`src/rtl/an_residue_serial.sv`:
```
// an_residue_serial: bit-serial residue of an AN-coded word modulo A, MSB first,
// one conditional subtraction per bit, result presented on a valid/ready handshake.
module an_residue_serial #(
    parameter int A  = 13837,
    parameter int CW = 38,
    parameter int RW = 14
) (
    input  logic          clk,
    input  logic          rst_n,
    input  logic          in_valid,
    output logic          in_ready,
    input  logic [CW-1:0] in_cw,
    output logic          out_valid,
    input  logic          out_ready,
    output logic [RW-1:0] out_r,
    output logic          out_zero,
    output logic          busy
);
    typedef enum logic [1:0] {IDLE, CALC, DONE} state_t;
    localparam int CNTW = $clog2(CW);
    localparam logic [RW:0] A_W = (RW+1)'(A);
    state_t state_q, state_d;
    logic [CW-1:0] shreg_q, shreg_d;
    logic [RW-1:0] acc_q, acc_d, out_r_q, out_r_d;
    logic [CNTW-1:0] cnt_q, cnt_d;
    logic in_ready_q, in_ready_d, out_valid_q, out_valid_d;
    logic out_zero_q, out_zero_d, busy_q, busy_d;
    logic [RW:0] t, t_sub;
    always_comb begin
        t = {acc_q, shreg_q[CW-1]};
        t_sub = t - A_W;
        state_d = state_q;
        shreg_d = shreg_q;
        acc_d = acc_q;
        cnt_d = cnt_q;
        in_ready_d = in_ready_q;
        out_valid_d = out_valid_q;
        out_r_d = out_r_q;
        out_zero_d = out_zero_q;
        busy_d = busy_q;
        case (state_q)
            IDLE: if (in_valid) begin
                state_d = CALC;
                shreg_d = in_cw;
                acc_d = '0;
                cnt_d = CNTW'(CW - 1);
                in_ready_d = 1'b0;
                busy_d = 1'b1;
            end
            CALC: begin
                // acc < A keeps t below 2A, so one subtraction fully reduces it
                acc_d = (t >= A_W) ? t_sub[RW-1:0] : t[RW-1:0];
                shreg_d = {shreg_q[CW-2:0], 1'b0};
                cnt_d = cnt_q - CNTW'(1);
                if (cnt_q == '0) begin
                    state_d = DONE;
                    busy_d = 1'b0;
                    out_valid_d = 1'b1;
                    out_r_d = acc_d;
                    out_zero_d = (acc_d == '0);
                end
            end
            DONE: if (out_ready) begin
                state_d = IDLE;
                out_valid_d = 1'b0;
                out_r_d = '0;
                out_zero_d = 1'b0;
                in_ready_d = 1'b1;
            end
            default: state_d = IDLE;
        endcase
    end
    always_ff @(posedge clk or negedge rst_n) begin
        if (!rst_n) begin
            state_q <= IDLE;
            shreg_q <= '0;
            acc_q <= '0;
            cnt_q <= '0;
            in_ready_q <= 1'b1;
            out_valid_q <= 1'b0;
            out_r_q <= '0;
            out_zero_q <= 1'b0;
            busy_q <= 1'b0;
        end else begin
            state_q <= state_d;
            shreg_q <= shreg_d;
            acc_q <= acc_d;
            cnt_q <= cnt_d;
            in_ready_q <= in_ready_d;
            out_valid_q <= out_valid_d;
            out_r_q <= out_r_d;
            out_zero_q <= out_zero_d;
            busy_q <= busy_d;
        end
    end
    assign in_ready = in_ready_q;
    assign out_valid = out_valid_q;
    assign out_r = out_r_q;
    assign out_zero = out_zero_q;
    assign busy = busy_q;
endmodule

```
`config.mk`:
```
export PLATFORM = sky130hd
export DESIGN_NAME = an_residue_serial
export DESIGN_NICKNAME = d
export VERILOG_FILES = /design/src/rtl/an_residue_serial.sv
export SDC_FILE = /design/constraint.sdc
export NUM_CORES = 1
export LEC_CHECK = 0
export ABC_AREA = 1
export BUFFER_PORTS_ARGS = -buffer_cell sky130_fd_sc_hd__buf_2
export CAP_MARGIN = 5
export CORE_MARGIN = 2
export CORE_UTILIZATION = 39
export DETAILED_ROUTE_END_ITERATION = 8
export PLACE_DENSITY_LB_ADDON = 0.08
export SLEW_MARGIN = 25
export SYNTH_ARGS = -nofsm -noshare
export SYNTH_HDL_FRONTEND = slang
export SYNTH_SLANG_ARGS = --single-unit
```
`constraint.sdc`:
```
create_clock -name clk -period 2.2 [get_ports clk]
set_clock_uncertainty 0.1 [all_clocks]
set_input_delay 0.11 -clock clk [delete_from_list [all_inputs] [get_ports clk]]
set_output_delay 0.11 -clock clk [all_outputs]
set_load 0.01 [all_outputs]
```
After elaboration in Yosys (flattened, before gate mapping)
Cells that the tools add are included.

operators by class
  add/subtract/negate cells = 2
  magnitude comparators = 1
  eq/ne operators = 5
  mux-type cells = 25
  reduce and logical (&&, ||, !) cells = 11

operators by type and width
  kind                                                                  number
  case mux 38 bit (2 select lines)                                      1
  two-way mux 14 bit                                                    4
  case mux 14 bit (2 select lines)                                      2
  two-way mux 38 bit                                                    1
  greater-or-equal comparator 15 x 14 -> 1 bit (second input constant)  1
  zero test 14 bit                                                      1
  subtractor 14 bit (second input constant)                             1
  case mux 6 bit (2 select lines)                                       1
  AND reduction 3 bit                                                   4
  case mux 1 bit (2 select lines)                                       4
  two-way mux 1 bit                                                     7
  zero test 6 bit                                                       1
  two-way mux 2 bit                                                     3
  two-way mux 6 bit                                                     1
  inequality test 2 bit (second input constant)                         3
  case mux 2 bit (3 select lines)                                       1
  nonzero test 2 bit                                                    3
  subtractor 6 x 1 -> 6 bit (second input constant)                     1
  equality test 2 x 1 -> 1 bit (second input constant)                  1
  equality test 2 bit (second input constant)                           1
  zero test 2 bit                                                       1
  AND reduction 2 bit                                                   1

storage, ports and cells
  register bits after elaboration = 78
  bits of input ports = 42
  output and inout port bits = 18
  logic and storage cells = 53

Depth between registers and ports, before layout
  depth in word-level cells = 5
  mapped depth = 16
  mapped depth without buffers = 16

Worst setup path before layout
Ideal clock, no wire load.

  kind = register -> register
  from = reg cnt_q[0]
  to = reg out_r_q[12], in the netlist out_r[12]
  setup time = 0.136 ns
  arrival time = 1.652 ns
  data required time = 1.964 ns
  path slack = 0.312 ns
  cell stages (with the launch flop) = 12
  path buffers = 2
  clock period less this slack = 1.888 ns
  cells stage by stage = dfrtp_1 inv_1 ha_1 inv_1 nor2_1 nand2_1 nor3_1 nand2_1 clkbuf_1 clkbuf_1 nand3_1 o21ai_0

on the way
  word-level cells in the longest chain between the ends = 3

ends and longest elaborated chain
  item                                    line  source
  start, declared                         25    logic [CNTW-1:0] cnt_q, cnt_d;
  start signal, assigned                  88    cnt_q <= cnt_d;
  zero test 6 bit                         55    if (cnt_q == '0) begin
  inequality test 2 bit (no source line)  n/a
  AND reduction 3 bit (no source line)    n/a
  end signal, assigned                    91    out_r_q <= out_r_d;
  end, declared                           24    logic [RW-1:0] acc_q, acc_d, out_r_q, out_r_d;

No other way between the ends.
A chain may end at the register's enable or synchronous reset.

Final worst setup path
  from = reg shreg_q[37]
  to = reg out_zero_q, in the netlist out_zero

on the way
  word-level cells in the longest chain between the ends = 5
  elaborated cells on any way between the ends = 6
  classes of those cells = 1 x add/sub; 1 x order compare; 3 x mux; 1 x reduce/logical

ends and longest elaborated chain
  item                                                                                      line    source
  start, declared                                                                           23      logic [CW-1:0] shreg_q, shreg_d;
  start signal, assigned                                                                    86      shreg_q <= shreg_d;
  subtractor 14 bit / greater-or-equal comparator 15 x 14 -> 1 bit (equally long branches)  31, 52
  two-way mux 14 bit (*)                                                                    52      acc_d = (t >= A_W) ? t_sub[RW-1:0] : t[RW-1:0];
  zero test 14 bit (*)                                                                      60      out_zero_d = (acc_d == '0);
  two-way mux 1 bit (*)                                                                     55
  case mux 1 bit (2 select lines) (*)                                                       41      case (state_q)
  end signal, assigned                                                                      92      out_zero_q <= out_zero_d;
  end, declared                                                                             27      logic out_zero_q, out_zero_d, busy_q, busy_d;

Every way passes the cells marked *; elsewhere a longest branch is shown, timed or not. The select of a mux whose other input is x is not followed.

==> run metrics <==
VDD IR max=0.000481 V; Clock Sinks=78; # DRC=0; Synth Register Bits=78; post-synthesis sequential area ratio=0.490; gpl congestion=0.878; CTS max path bufs=2; DR iter-0 viols=219; IO Count=60; share of the synthesized area in the top cell type=0.483; Initial Util=0.404; largest net degree at the start of global routing=51; critical path arrival=2.19 ns; mapped cell area=3990 um2; most frequent cells in the layout=nand2_1, dfrtp_1, nor2_1; sequential power share=0.368; die width=105 um; Layout Cells excl Fill=749; Hold Fails Final Rpt=0; Crit-path slowest cell=dfrtp_1; hold_ws=0.0101 ns; Vert. Die Dim=105 um; crit path kind=reg2reg; Ys Warns=0; r2r setup slk=0.19 ns; Post-synth EDFFs=0; slew margin rel.=0.617; CTS tree=done; Synth cell types=33; Clock power frac=0.158; row count=36; Mapped Cells=515; Initial DRT Pass Iterations=4; PD cells=1380 nW/um2; Post-Syn Nets=560; Final Util=0.510; Clock transition at path regs=0.08 ns; Slowest Stage Delay on Critical Path=0.41 ns; final wirelength=10.7 mm; WP data required=2.38 ns; HP Class=in2reg; status=finished, final reports clean; max-cap violation count=0; fillcell total=978; predominant post-synthesis flop cell=dfrtp_1; crit-path cells=inv_1 > nand2_1 > nand2_2 > nand2_2 > nand2_4 > nand3_4 > buf_4 > nand2_1 > nand2_1 > inv_1 > nand2_1 > nor2_1 > nand3_1 > nand2_1; DR WL/cell=14.2 um; Layout area overhead=26.1%; most used cell, CP=nand2_1; Final ANT Viol Nets=0; RSZ-0062 raised after global routing=no; Synth area leaders=dfrtp_1, nand2_1, o21ai_0, nor2_1, a21oi_1; Pint=3880 uW; CP Capture Type=flop; Clock H-tree levels=3; Leakage Power=0.00247 uW; Startpoint Class=flop; Total Neg Setup Slack=0 ns; diode count=0; Final period util=0.913; share of post-route cells with drive strength above 1=0.201; max-slew violation count=0; Net Switching=3060 uW; gr usage total=0.206; antenna violations before repair=0; dpl hpwl=7.35 mm; total die area=11000 um2; Core ar.=9860 um2; grt total ovfl=0; Final Critical Period=2.01 ns; Vias=3721; critical-path maximum fanout=10; Final #Nets=656; Avg Cell Area, Syn=7.74 um2; TritonCTS Buffers=9; switching power share of the total=0.441; slew at the pin closest to its max-slew limit=0.575 ns; cell taking the most area after synthesis=dfrtp_1; Clock Tree Root=clkbuf_8; commonest non-fill, non-tap cell in the layout=nand2_1; asr flop ratio synth=1.00; Skew-Pair Late Insertion Delay=0.34 ns; Max Clock Freq=498 MHz; first-pass GRT wire length=18.6 mm; Placed Cells=698; Final Setup Violations=0; vias in the first global route=3851; port bufs=59; Gate power share=0.474; via-per-instance ratio=4.97
-- critical path: cells and delay by family (launching register included) --
kind / cells / cell delay [ns]
flops: 1 / 0.41
buf+inv: 3 / 0.39
simple gates: 11 / 1.05
-- layer usage --
| metal | vias up | wire length [um] | GRT usage |
|---|---|---|---|
| met2 | 68 | 5080 | 0.338 |
| li1 | 1855 | - | - |
| met1 | 1782 | 5080 | 0.279 |
| met4 | 0 | 161 | 0.0705 |
| met3 | 16 | 336 | 0.0293 |
| met5 | - | 0 | 0 |
-- cells by family (layout without fill, tap and decap cells) --
kind of cell	after synthesis	after routing	synth area share
simple gates	239	239	0.256
compound gates	116	116	0.152
flops	78	78	0.490
buf+inv	70	171	0.0731
xor+xnor	9	9	0.0198
fa+ha+maj	3	3	0.00941
-- sequential cells by signal, summed over array words and instances (netlist names) --
register	flops
shreg_q	38
acc_q	14
out_r	14
cnt_q	6
state_q	2
busy	1
in_ready	1
out_valid	1
out_zero	1
-- metrics by stage --
step                worst slack [ns]  power, uW  cell area [um2]
floorplan                      0.312       4780             3990
global placement               0.110       5710             4460
detailed placement            0.0988       5730             4460
CTS                           0.0638       6880             4980
global route                  0.0130       7590             5030
finish                         0.192       6940             5030
-- Yosys cell counts, types with 2 or more instances --
| cell type | n |
|---|---|
| dfrtp_1 | 77 |
| o22ai_1 | 13 |
| nor2_1 | 65 |
| inv_1 | 39 |
| inv_2 | 6 |
| ha_1 | 3 |
| nand2_1 | 117 |
| clkbuf_1 | 14 |
| o21ai_0 | 62 |
| nor2_2 | 6 |
| nand2_2 | 8 |
| xor2_1 | 8 |
| a21oi_1 | 36 |
| clkinv_1 | 2 |
| nor3_1 | 2 |
| o21ai_1 | 2 |
| buf_2 | 5 |
| nand3_1 | 35 |
-- repair_timing --
| item | CTS | global route |
|---|---|---|
| hold endpoints to repair | 72 | 0 |
| resized for setup | 0 | 6 |
| hold buffers | 32 | 0 |
| buffers inserted | 0 | 3 |
| setup endpoints to repair | 0 | 15 |
-- final timing paths --
check | start | to | depth (start not counted)
worst max-delay path | shreg_q[37]$_DFFE_PN0P_ | out_zero$_DFFE_PN0P_ | 14
worst min-delay path | in_cw[27] | shreg_q[27]$_DFFE_PN0P_ | 3
worst max register to register | shreg_q[37]$_DFFE_PN0P_ | out_zero$_DFFE_PN0P_ | 14
worst min register to register | in_ready$_DFFE_PN1P_ | in_ready$_DFFE_PN1P_ | 2
max in group asynchronous | rst_n | shreg_q[15]$_DFFE_PN0P_ | 3
min in group asynchronous | rst_n | shreg_q[27]$_DFFE_PN0P_ | 2
-- power by group through the flow --
stage	Clock [uW]	Combinational (uW)	Sequential, uW
floorplan	0	2290	2490
global placement	0	3130	2570
detailed placement	0	3160	2570
CTS	1110	3220	2550
global route	1180	3750	2660
finish	1090	3290	2550
-- cell type report --
class                      instances  area [um2]  area share
clock buffer                      11         141      0.0281
clock inverter                     5        58.8      0.0117
inverter                          47         176      0.0351
multi-input combinational        367        1760       0.350
sequential                        78        1950       0.388
tap                              133         166      0.0331
timing repair buffer             108         771       0.153
No activity file was read; power rests on OpenSTA's default activity.
